$ cat src/rtl/tone_monitor_if.sv
// Tone monitor bus: per-channel sample strobes and data, check limits,
// statistics clear, and the per-channel measurement results.
interface tone_monitor_if #(
    parameter int NUM_CH = 2,
    parameter int DATA_W = 16,
    parameter int CNT_W  = 12,
    parameter int ERR_W  = 8
);
    logic [NUM_CH-1:0]             smp_vld;
    logic [NUM_CH-1:0][DATA_W-1:0] smp_data;
    logic                          clr_stats;
    logic [CNT_W-1:0]              min_period;
    logic [CNT_W-1:0]              max_period;
    logic [DATA_W-1:0]             min_ampl;
    logic [DATA_W-1:0]             max_ampl;
    logic [NUM_CH-1:0]             meas_vld;
    logic [NUM_CH-1:0][CNT_W-1:0]  period;
    logic [NUM_CH-1:0][DATA_W-1:0] peak;
    logic [NUM_CH-1:0][ERR_W-1:0]  freq_err;
    logic [NUM_CH-1:0][ERR_W-1:0]  ampl_err;
    logic [NUM_CH-1:0]             locked;

    modport master (
        output smp_vld, smp_data, clr_stats, min_period, max_period, min_ampl, max_ampl,
        input  meas_vld, period, peak, freq_err, ampl_err, locked
    );
    modport slave (
        input  smp_vld, smp_data, clr_stats, min_period, max_period, min_ampl, max_ampl,
        output meas_vld, period, peak, freq_err, ampl_err, locked
    );
endinterface

$ cat src/rtl/tone_monitor.sv
// Per-channel audio tone checker: moving-average smoother, negative-to-positive
// zero-crossing detector, period counter and peak tracker, with saturating
// period/amplitude error counts checked against programmable limits.

// One channel of the tone monitor.
module tone_monitor_ch #(
    parameter int DATA_W    = 16,
    parameter int AVG_LOG2  = 2,
    parameter int CNT_W     = 12,
    parameter int ERR_W     = 8,
    parameter int SKIP_XING = 2
) (
    input  logic                     clk,
    input  logic                     rst,
    input  logic                     smp_vld,
    input  logic signed [DATA_W-1:0] smp_data,
    input  logic                     clr_stats,
    input  logic        [CNT_W-1:0]  min_period,
    input  logic        [CNT_W-1:0]  max_period,
    input  logic signed [DATA_W-1:0] min_ampl,
    input  logic signed [DATA_W-1:0] max_ampl,
    output logic                     meas_vld,
    output logic        [CNT_W-1:0]  period,
    output logic signed [DATA_W-1:0] peak,
    output logic        [ERR_W-1:0]  freq_err,
    output logic        [ERR_W-1:0]  ampl_err,
    output logic                     locked
);
    localparam int TAPS   = 1 << AVG_LOG2;
    localparam int SUM_W  = DATA_W + AVG_LOG2;
    localparam int XC_W   = $clog2(SKIP_XING + 2);
    localparam int STAGES = 1;

    // vld_pipe[0]: window/sum updated, average pending; vld_pipe[1]: average ready for evaluation
    logic [STAGES:0]              vld_pipe;
    logic [TAPS-1:0][DATA_W-1:0]  win;
    logic signed [SUM_W-1:0]      sum;
    logic signed [DATA_W-1:0]     avg;
    logic signed [DATA_W-1:0]     avg_prev;
    logic        [CNT_W-1:0]      cnt;
    logic signed [DATA_W-1:0]     pk;
    logic        [XC_W-1:0]       xcnt;

    logic                         xing;
    logic                         cnt_sat;
    logic                         checked;
    logic                         p_bad;
    logic                         a_bad;
    logic        [CNT_W-1:0]      p_meas;
    logic signed [DATA_W-1:0]     k_meas;

    // Smoother datapath: only reset touches it, so clr_stats never disturbs the settled average
    always_ff @(posedge clk) begin
        if (rst) begin
            vld_pipe <= '0;
            win      <= '0;
            sum      <= '0;
            avg      <= '0;
            avg_prev <= '0;
        end else begin
            vld_pipe <= {vld_pipe[STAGES-1:0], smp_vld};
            if (smp_vld) begin
                win <= {win[TAPS-2:0], smp_data};
                sum <= sum + SUM_W'(smp_data) - SUM_W'($signed(win[TAPS-1]));
            end
            if (vld_pipe[0]) begin
                avg      <= DATA_W'(sum >>> AVG_LOG2);
                avg_prev <= avg;
            end
        end
    end

    // Crossing detection and the measurement that a crossing would report
    always_comb begin
        xing    = avg_prev[DATA_W-1] & ~avg[DATA_W-1];
        cnt_sat = &cnt;
        p_meas  = cnt_sat ? cnt : cnt + CNT_W'(1);
        k_meas  = (avg > pk) ? avg : pk;
        checked = (xcnt >= XC_W'(SKIP_XING));
        p_bad   = (p_meas < min_period) | (p_meas > max_period) | cnt_sat;
        a_bad   = (k_meas < min_ampl) | (k_meas > max_ampl);
    end

    assign locked = checked;

    // Period/peak tracking and error accounting; a clear on the evaluation edge wins
    always_ff @(posedge clk) begin
        if (rst || clr_stats) begin
            meas_vld <= 1'b0;
            period   <= '0;
            peak     <= '0;
            freq_err <= '0;
            ampl_err <= '0;
            cnt      <= '0;
            pk       <= '0;
            xcnt     <= '0;
        end else begin
            meas_vld <= 1'b0;
            if (vld_pipe[1]) begin
                if (!xing) begin
                    if (!cnt_sat) cnt <= cnt + CNT_W'(1);
                    pk <= k_meas;
                end else begin
                    cnt <= '0;
                    pk  <= '0;
                    if (xcnt < XC_W'(SKIP_XING + 1)) xcnt <= xcnt + XC_W'(1);
                    if (checked) begin
                        meas_vld <= 1'b1;
                        period   <= p_meas;
                        peak     <= k_meas;
                        if (p_bad && !(&freq_err)) freq_err <= freq_err + ERR_W'(1);
                        if (a_bad && !(&ampl_err)) ampl_err <= ampl_err + ERR_W'(1);
                    end
                end
            end
        end
    end
endmodule

// Top: one independent monitor per channel, all sharing the limits and clear.
module tone_monitor #(
    parameter int NUM_CH    = 2,
    parameter int DATA_W    = 16,
    parameter int AVG_LOG2  = 2,
    parameter int CNT_W     = 12,
    parameter int ERR_W     = 8,
    parameter int SKIP_XING = 2
) (
    input logic           clk,
    input logic           rst,
    tone_monitor_if.slave bus
);
    for (genvar c = 0; c < NUM_CH; c++) begin : g_ch
        tone_monitor_ch #(
            .DATA_W    (DATA_W),
            .AVG_LOG2  (AVG_LOG2),
            .CNT_W     (CNT_W),
            .ERR_W     (ERR_W),
            .SKIP_XING (SKIP_XING)
        ) u_ch (
            .clk        (clk),
            .rst        (rst),
            .smp_vld    (bus.smp_vld[c]),
            .smp_data   (bus.smp_data[c]),
            .clr_stats  (bus.clr_stats),
            .min_period (bus.min_period),
            .max_period (bus.max_period),
            .min_ampl   (bus.min_ampl),
            .max_ampl   (bus.max_ampl),
            .meas_vld   (bus.meas_vld[c]),
            .period     (bus.period[c]),
            .peak       (bus.peak[c]),
            .freq_err   (bus.freq_err[c]),
            .ampl_err   (bus.ampl_err[c]),
            .locked     (bus.locked[c])
        );
    end
endmodule

$ cat src/flat_wrapper.sv
// flat-port wrapper written by rule: the top's interface ports become plain ports
module tone_monitor_flat 
#(
    parameter int NUM_CH    = 2,
    parameter int DATA_W    = 16,
    parameter int AVG_LOG2  = 2,
    parameter int CNT_W     = 12,
    parameter int ERR_W     = 8,
    parameter int SKIP_XING = 2
)
  (clk, rst, bus_smp_vld, bus_smp_data, bus_clr_stats, bus_min_period, bus_max_period, bus_min_ampl, bus_max_ampl, bus_meas_vld, bus_period, bus_peak, bus_freq_err, bus_ampl_err, bus_locked);
  tone_monitor_if #(.NUM_CH(NUM_CH), .DATA_W(DATA_W), .CNT_W(CNT_W), .ERR_W(ERR_W)) bus_i ();
  input logic clk;
  input logic rst;
  input wire logic [$bits(bus_i.smp_vld)-1:0] bus_smp_vld;
  input wire logic [$bits(bus_i.smp_data)-1:0] bus_smp_data;
  input wire logic [$bits(bus_i.clr_stats)-1:0] bus_clr_stats;
  input wire logic [$bits(bus_i.min_period)-1:0] bus_min_period;
  input wire logic [$bits(bus_i.max_period)-1:0] bus_max_period;
  input wire logic [$bits(bus_i.min_ampl)-1:0] bus_min_ampl;
  input wire logic [$bits(bus_i.max_ampl)-1:0] bus_max_ampl;
  output wire logic [$bits(bus_i.meas_vld)-1:0] bus_meas_vld;
  output wire logic [$bits(bus_i.period)-1:0] bus_period;
  output wire logic [$bits(bus_i.peak)-1:0] bus_peak;
  output wire logic [$bits(bus_i.freq_err)-1:0] bus_freq_err;
  output wire logic [$bits(bus_i.ampl_err)-1:0] bus_ampl_err;
  output wire logic [$bits(bus_i.locked)-1:0] bus_locked;
  assign bus_i.smp_vld = bus_smp_vld;
  assign bus_i.smp_data = bus_smp_data;
  assign bus_i.clr_stats = bus_clr_stats;
  assign bus_i.min_period = bus_min_period;
  assign bus_i.max_period = bus_max_period;
  assign bus_i.min_ampl = bus_min_ampl;
  assign bus_i.max_ampl = bus_max_ampl;
  assign bus_meas_vld = bus_i.meas_vld;
  assign bus_period = bus_i.period;
  assign bus_peak = bus_i.peak;
  assign bus_freq_err = bus_i.freq_err;
  assign bus_ampl_err = bus_i.ampl_err;
  assign bus_locked = bus_i.locked;
  tone_monitor #(.NUM_CH(NUM_CH), .DATA_W(DATA_W), .AVG_LOG2(AVG_LOG2), .CNT_W(CNT_W), .ERR_W(ERR_W), .SKIP_XING(SKIP_XING)) u_core (.clk(clk), .rst(rst), .bus(bus_i));
endmodule
$ cat config.mk
export PLATFORM = sky130hd
export DESIGN_NAME = tone_monitor_flat
export DESIGN_NICKNAME = d
export VERILOG_FILES = /design/src/rtl/tone_monitor_if.sv /design/src/rtl/tone_monitor.sv /design/src/flat_wrapper.sv
export SDC_FILE = /design/constraint.sdc
export NUM_CORES = 1
export LEC_CHECK = 0
export CAP_MARGIN = 20
export CORE_UTILIZATION = 51
export CTS_CLUSTER_DIAMETER = 40
export DETAILED_ROUTE_END_ITERATION = 7
export MAX_ROUTING_LAYER = met4
export PLACE_DENSITY = 0.75
export SLEW_MARGIN = 30
export SYNTH_ARGS = -nofsm -noshare
export SYNTH_HDL_FRONTEND = slang
export SYNTH_HIERARCHICAL = 1
export SYNTH_SLANG_ARGS = --single-unit
$ cat constraint.sdc
create_clock -name clk -period 4.6 [get_ports clk]
set_input_delay 0.69 -clock clk [delete_from_list [all_inputs] [get_ports clk]]
set_output_delay 0.69 -clock clk [all_outputs]
set_load 0.03 [all_outputs]
==> reports/qor.txt, run 1 <==
H-tree level count: 2
Layout cells sized above 1: 8.35%
GPL Wtd Cong: 0.944
Status: finished, final reports clean
Final WL: 51300 um
Area Overhead vs Synth: 22.6%
Crit start category: flop
CTS tree: yes
Met2 GRT Util: 40.8%
Post-synth EDFFs: 0
Largest net degree at the start of global routing: 115
Total power per unit cell area: 418 nW/um2
Core area: 38600 um2
Initial DRT Pass Iterations: 5
YS warnings: 6
Io pins: 185
Via Count: 16700
Antenna-violating nets left: 0
Most common cell after layout, fill and taps aside: nor2_1
Switching Share: 32.5%
Final Non-Filler Cells: 3111
First-pass GRT wire length: 80100 um
Routed len/inst: 16.5 um
Fmax: 223 MHz
Dpl hpwl: 37600 um
Clock Tree Buf Depth: 3
Worst Path Required: 5.11 ns
Final period util: 97.6%
Internal: 0.00691 W
CTS Sinks: 352
Asr flop ratio synth: 0%
Fin crit period: 4.49 ns
Power share of the combinational group: 29.4%
Worst skew pair latency: 0.60 ns
Crit path cell chain: inv_1, ha_1, nand4_1, a211oi_2, o31ai_4, a41oi_4, buf_6, buf_4, nor2_1, a21oi_2, inv_1, ha_1, nand2_1, nand3b_1, or4_1, o311ai_1, nor3_2, o41a_1, or4_1, o21ai_1
Initial antenna violation count: 15
Crit path max-delay cell type: or4_1
Die area: 40000 um2
Grt total ovfl: 0
CP bufs+invs: 4
Fin Setup TNS: 0 ns
Number of remaining DRC errors: 0
WS Path Type: flop to flop
Starting Density: 51.8%
GR peak layer: met2
Arr. time, crit path: 5.00 ns
Total power draw: 0.0102 W
Post-synth net total: 2659
Flop pwr share: 33.2%
Chip Width: 200 um
Synthesized area per cell: 8.54 um2
Port bufs: 184
Met1 usage: 32.2%
Leak: 11.2 nW
# rows: 72
Slew @ Worst Pin: 0.823 ns
Register area share after synthesis: 35.2%
Commonest cells after routing, fill and taps aside: nor2_1 (405), dfxtp_1 (350), inv_1 (322)
Crit. End Element: flop
HP Class: flop to flop
Max_cap viols: 0
Placed cell count: 2985
Routed vias/inst: 5.37
Worst vdd ir: 0.000299 V
Ys flop type: dfxtp_1
Met3 usage: 6.12%
Drt initial violations: 838
Slew margin rel.: 45.2%
Final hold vios: 0
Nets: 2848
Unique masters post-synth: 83
Global Route Usage Sum: 25.9%
Num CTS Buffers: 52
Clk pin slew, worst setup/hold paths: 0.06 ns
Worst-path fanout max: 8
Setup violations, final: 0
Die H: 200 um
Vias in the first global route: 16000
Slowest stage delay, CP: 0.49 ns
Cells after Synth: 2344
Root Buffer: clkbuf_16
Max Slew Vio Count: 0
Clk network pwr share: 37.4%
Seq cells post-synth: 352
Fin util: 63.5%
NetSw: 0.00334 W
Netlist Area Pre-Place: 20000 um2
Top Family by Delay on Critical Path: compound AO/OA/AOI/OAI gates
Fin Clk Skew: 0.0235 ns
[metrics by stage]
stage               area (um2)  hold slack [ns]  worst slack, ns
detailed placement       22400            0.448           -0.172
global route             24500            0.491          -0.0681
CTS                      24200            0.456          0.00405
floorplan                20000            0.454            0.294
finish                   24500            0.452            0.110
global placement         22400            0.442          -0.0182
[sequential cells by signal, summed over array words and instances, names as in the netlist, 16 cells and up]
name,flops
u_core/g_ch.u_ch/peak,32
u_core/g_ch.u_ch/period,24
u_core/g_ch.u_ch/ampl_err,16
u_core/g_ch.u_ch/cnt,24
u_core/g_ch.u_ch/win,128
u_core/g_ch.u_ch/sum,36
u_core/g_ch.u_ch/pk,32
u_core/g_ch.u_ch/freq_err,16
u_core/g_ch.u_ch/avg,32
[worst reg2reg max path: stages (launching register included)]
cell	delay (ns)
dfxtp_1	0.33
inv_1	0.06
ha_1	0.31
nand4_1	0.21
a211oi_2	0.35
o31ai_4	0.17
a41oi_4	0.34
buf_6	0.18
buf_4	0.13
nor2_1	0.05
a21oi_2	0.13
inv_1	0.12
ha_1	0.22
nand2_1	0.06
nand3b_1	0.12
or4_1	0.42
o311ai_1	0.13
nor3_2	0.09
o41a_1	0.39
or4_1	0.49
o21ai_1	0.08
[power groups by stage]
stage | clock (W) | sequential [W] | combinational, W
floorplan | 0 | 0.00338 | 0.00208
global route | 0.00406 | 0.00343 | 0.00335
finish | 0.00383 | 0.00340 | 0.00301
CTS | 0.00392 | 0.00340 | 0.00271
detailed placement | 0 | 0.00346 | 0.00267
global placement | 0 | 0.00346 | 0.00259
[per-layer routing]
layer / vias to the layer above / wire (um)
li1: 8367 / -
met1: 7841 / 22800
met2: 386 / 23200
met3: 100 / 3510
met4: 0 / 1740
met5: - / 0
[synthesized netlist by cell type (6+ instances only)]
library cell	number	area share, %
a211oi_1	48	1.8
a21o_1	33	1.2
a21oi_1	99	2.5
a22oi_1	38	1.4
a2bb2oi_1	17	0.74
a31oi_1	10	0.31
and2_1	6	0.19
and3_1	9	0.28
buf_1	12	0.23
clkbuf_1	80	1.5
dfxtp_1	352	35
fa_1	34	3.4
ha_1	188	12
inv_1	324	6.1
mux2i_1	210	11
nand2_1	84	1.6
nand2b_1	16	0.50
nand3_1	24	0.60
nand4_1	35	1.1
nor2_1	405	7.6
nor2b_1	26	0.81
nor3_1	40	1.0
nor4_1	7	0.22
o211ai_1	8	0.30
o21a_1	17	0.64
o21ai_0	49	1.2
o31ai_1	8	0.30
or2_2	13	0.41
or3_1	22	0.69
xnor2_1	22	0.96
xor2_1	18	0.79
[what timing repair did]
item,4_1_cts,5_1_grt
hold buffers,0,0
buffers inserted,1,8
pin swaps,1,17
cloned,0,3
gates resized for setup,4,52
setup endpoints to repair,16,16
[final timing paths]
kind              cells past startpoint                               to                      startpoint  slack [ns]
setup / recovery                     20  u_core/g_ch[0].u_ch/ampl_err[4]      u_core/g_ch[0].u_ch/pk[11]        0.11
hold / removal                        2   u_core/g_ch[0].u_ch/period[10]  u_core/g_ch[0].u_ch/period[10]        0.45
setup reg to reg                     20  u_core/g_ch[0].u_ch/ampl_err[4]      u_core/g_ch[0].u_ch/pk[11]        0.11
hold reg to reg                       2   u_core/g_ch[0].u_ch/period[10]  u_core/g_ch[0].u_ch/period[10]        0.45
[cells by family (layout without fill, tap and decap cells)]
group                      after synthesis  in the layout  synth area share [%]
DFF                                    352            352                  35.2
and+or+nand+nor                        715            715                  16.3
AOI/OAI and AO/OA                      377            378                  12.8
buffers and inverters                  423            654                  8.00
xor gates and xnor gates                41             41                  1.83
other                                    0             17                     0
muxes                                  214            214                  10.7
adders and majority gates              222            222                  15.2
[cell type report]
class                      instances  area (um2)
tap                              518         648
sequential                       352        7050
multi-input combinational       1570       11600
timing repair buffer             230        2190
clock buffer                      68        1460
inverter                         327        1230
antenna                           17        42.5
fill                            3203       14100
clock inverter                    29         269
Power figures use the tool's default switching activity.
==> run 2: changes to the inputs <==
--- a/config.mk
+++ b/config.mk
@@ -6,11 +6,13 @@
 export NUM_CORES = 1
 export LEC_CHECK = 0
 export CAP_MARGIN = 20
-export CORE_UTILIZATION = 51
+export CELL_PAD_IN_SITES_DETAIL_PLACEMENT = 1
+export CELL_PAD_IN_SITES_GLOBAL_PLACEMENT = 2
+export CORE_UTILIZATION = 32
 export CTS_CLUSTER_DIAMETER = 40
 export DETAILED_ROUTE_END_ITERATION = 7
 export MAX_ROUTING_LAYER = met4
-export PLACE_DENSITY = 0.75
+export PLACE_DENSITY_LB_ADDON = 0.1
 export SLEW_MARGIN = 30
 export SYNTH_ARGS = -nofsm -noshare
 export SYNTH_HDL_FRONTEND = slang
==> reports/qor.txt, run 2 (synthesis results as in run 1) <==
Num CTS Buffers: 80 (+54%)
Most common cell after layout, fill and taps aside: nor2_1
Largest regs: u_core/g_ch.u_ch/win (128), u_core/g_ch.u_ch/sum (36)
Crit path max-delay cell type: or4_1
Top Family by Delay on Critical Path: compound AO/OA/AOI/OAI gates
Flop pwr share: 27.4% (-5.8 points)
Die area: 63500 um2 (+59%)
Dpl ws: -0.101 ns (+0.0708 ns)
Clock Tree Buf Depth: 3 (unchanged)
Design area: 26500 um2 (+7.9%)
Antenna-violating nets left: 0 (unchanged)
Die H: 252 um (+26%)
CP bufs+invs: 4 (unchanged)
Routed len/inst: 17.6 um (+6.5%)
Via Count: 17100 (+2.3%)
Clk pin slew, worst setup/hold paths: 0.04 ns (-0.02 ns)
Io pins: 185 (unchanged)
CTS Sinks: 352 (unchanged)
Crit. path cell count: 19 (-5.0%)
Number of remaining DRC errors: 0 (unchanged)
First-pass GRT wire length: 97200 um (+21%)
Routed vias/inst: 4.85 (-9.7%)
Grt total ovfl: 0 (unchanged)
Starting Density: 32.4% (-19 points)
GPL Wtd Cong: 0.829 (-12%)
Nets: 2923 (+2.6%)
Total power draw: 0.0125 W (+22%)
Core area: 61700 um2 (+60%)
Final WL: 61900 um (+21%)
Area Overhead vs Synth: 32.3%
Port bufs: 184 (unchanged)
Global Route Usage Sum: 19.9% (-6.0 points)
Leak: 12.0 nW (+6.9%)
Slowest stage delay, CP: 0.50 ns (about the same)
NetSw: 0.00375 W (+12%)
Crit. End Element: flop
Drt initial violations: 554 (-34%)
Hold depth: 2 (unchanged)
Worst skew pair latency: 0.60 ns (about the same)
Chip Width: 252 um (+26%)
# rows: 91 (+26%)
Placed inst area: 23200 um2 (+3.5%)
Final hold vios: 0 (unchanged)
Worst-path fanout max: 12 (+4)
Met3 usage: 4.29% (-1.8 points)
Slew margin rel.: 39.2% (-5.9 points)
Clk network pwr share: 48.0% (+11 points)
Arr. time, crit path: 4.92 ns (-0.08 ns)
Post-CTS Hold Fix Bufs: 0 (unchanged)
CTS tree: yes
PnR worst setup slack: 0.215 ns (+0.105 ns)
Met2 GRT Util: 31.5% (-9.2 points)
Worst vdd ir: 0.000300 V (about the same)
Max FFs per register: 128 (unchanged)
Vias in the first global route: 17700 (+11%)
Root Buffer: clkbuf_16
Max Slew Vio Count: 0 (unchanged)
WS Path Type: flop to flop
Fmax: 228 MHz (+2.4%)
Setup violations, final: 0 (unchanged)
Most flop-heavy register: u_core/g_ch.u_ch/win
Crit path cell chain: inv_1, ha_1, a21oi_1, nor3_4, o31ai_2, a41oi_4, buf_6, buf_4, a21oi_2, inv_1, ha_1, nand2_1, nand3b_1, or4_1, o311ai_1, nor3_1, o41a_1, or4_1, o21ai_1
Fin crit period: 4.39 ns (-0.105 ns)
Dpl hpwl: 46200 um (+23%)
Initial antenna violation count: 8 (-7)
Power share of the combinational group: 24.7% (-4.7 points)
Initial DRT Pass Iterations: 4 (-1)
Internal: 0.00874 W (+26%)
Slew @ Worst Pin: 0.906 ns (+0.0831 ns)
Final period util: 95.3% (-2.3 points)
Switching Share: 30.0% (-2.5 points)
Layout cells sized above 1: 11.6% (+3.3 points)
GR peak layer: met2
H-tree level count: 3 (+1)
Crit start category: flop
Met1 usage: 25.1% (-7.1 points)
Total power per unit cell area: 472 nW/um2 (+13%)
Commonest cells after routing, fill and taps aside: nor2_1 (405), dfxtp_1 (350), inv_1 (321)
Status: finished, final reports clean
HP Class: flop to flop
Fin Clk Skew: 0.0188 ns (-0.00472 ns)
Worst Path Required: 5.13 ns (+0.02 ns)
Largest net degree at the start of global routing: 184 (+60%)
R2R depth: 19 (-5.0%)
Max_cap viols: 0 (unchanged)
run 2: metrics by stage:
step	TNS, ns	util (%)	hold WS, ns	instances
after CTS	0	42.3	0.464	3503
after global routing	-0.0232	42.9	0.476	3519
after global placement	-1.23	37.6	0.450	3350
after detailed placement	-0.283	37.6	0.463	3350
after floorplan	0	-	0.454	2344
final	0	42.9	0.465	3522
run 2: worst reg2reg max path, delay by kind of cell (launching register included):
kind / cells / cell delay [ns]
compound gates: 7 / 1.66
fa+ha+maj: 2 / 0.51
buf+inv: 4 / 0.53
flops: 1 / 0.32
simple gates: 6 / 1.30
run 2: power by group through the flow:
stage                     registers, W  clock network (W)  logic [W]
after floorplan                0.00338                  0    0.00208
after global placement         0.00347                  0    0.00275
after detailed placement       0.00348                  0    0.00281
after CTS                      0.00342            0.00614    0.00293
after global routing           0.00344            0.00630    0.00346
final                          0.00342            0.00599    0.00308
run 2: final timing paths:
check                           startpoint                         endpoint  slack, ns
min          u_core/g_ch[1].u_ch/period[0]    u_core/g_ch[1].u_ch/period[0]       0.46
max              u_core/g_ch[0].u_ch/pk[9]  u_core/g_ch[0].u_ch/ampl_err[4]       0.21
max reg2reg      u_core/g_ch[0].u_ch/pk[9]  u_core/g_ch[0].u_ch/ampl_err[4]       0.21
min reg2reg  u_core/g_ch[1].u_ch/period[0]    u_core/g_ch[1].u_ch/period[0]       0.46
run 2: cell type report:
class                           instances  area [um2]
Multi-Input combinational cell       1569       11600
Clock buffer                          102        2240
Tap cell                              837        1050
Sequential cell                       352        7050
Fill cell                            7141       35200
Timing Repair Buffer                  278        2610
Inverter                              327        1230
Clock inverter                         46         623
Antenna cell                           11        27.5
run 2: repair_timing:
action,4_1_cts,5_1_grt
buffers inserted,5,5
setup endpoints to repair,9,16
hold endpoints to repair,0,0
cloned,0,2
gates resized for setup,4,48
pin swaps,1,14
run 2: per-layer routing:
| layer | routed length, um | part of all wire (%) |
|---|---|---|
| met5 | 0 | 0 |
| met4 | 1700 | 2.7 |
| met3 | 2590 | 4.2 |
| met2 | 28300 | 46 |
| met1 | 29200 | 47 |
==> run 3: changes to the inputs <==
--- a/config.mk
+++ b/config.mk
@@ -5,12 +5,12 @@
 export SDC_FILE = /design/constraint.sdc
 export NUM_CORES = 1
 export LEC_CHECK = 0
-export CAP_MARGIN = 20
 export CELL_PAD_IN_SITES_DETAIL_PLACEMENT = 1
 export CELL_PAD_IN_SITES_GLOBAL_PLACEMENT = 2
 export CORE_UTILIZATION = 32
 export CTS_CLUSTER_DIAMETER = 40
 export DETAILED_ROUTE_END_ITERATION = 7
+export HOLD_SLACK_MARGIN = 0.02
 export MAX_ROUTING_LAYER = met4
 export PLACE_DENSITY_LB_ADDON = 0.1
 export SLEW_MARGIN = 30
==> results of run 3 <==
No change in the layout: final DEF, timing and power equal those of run 2.
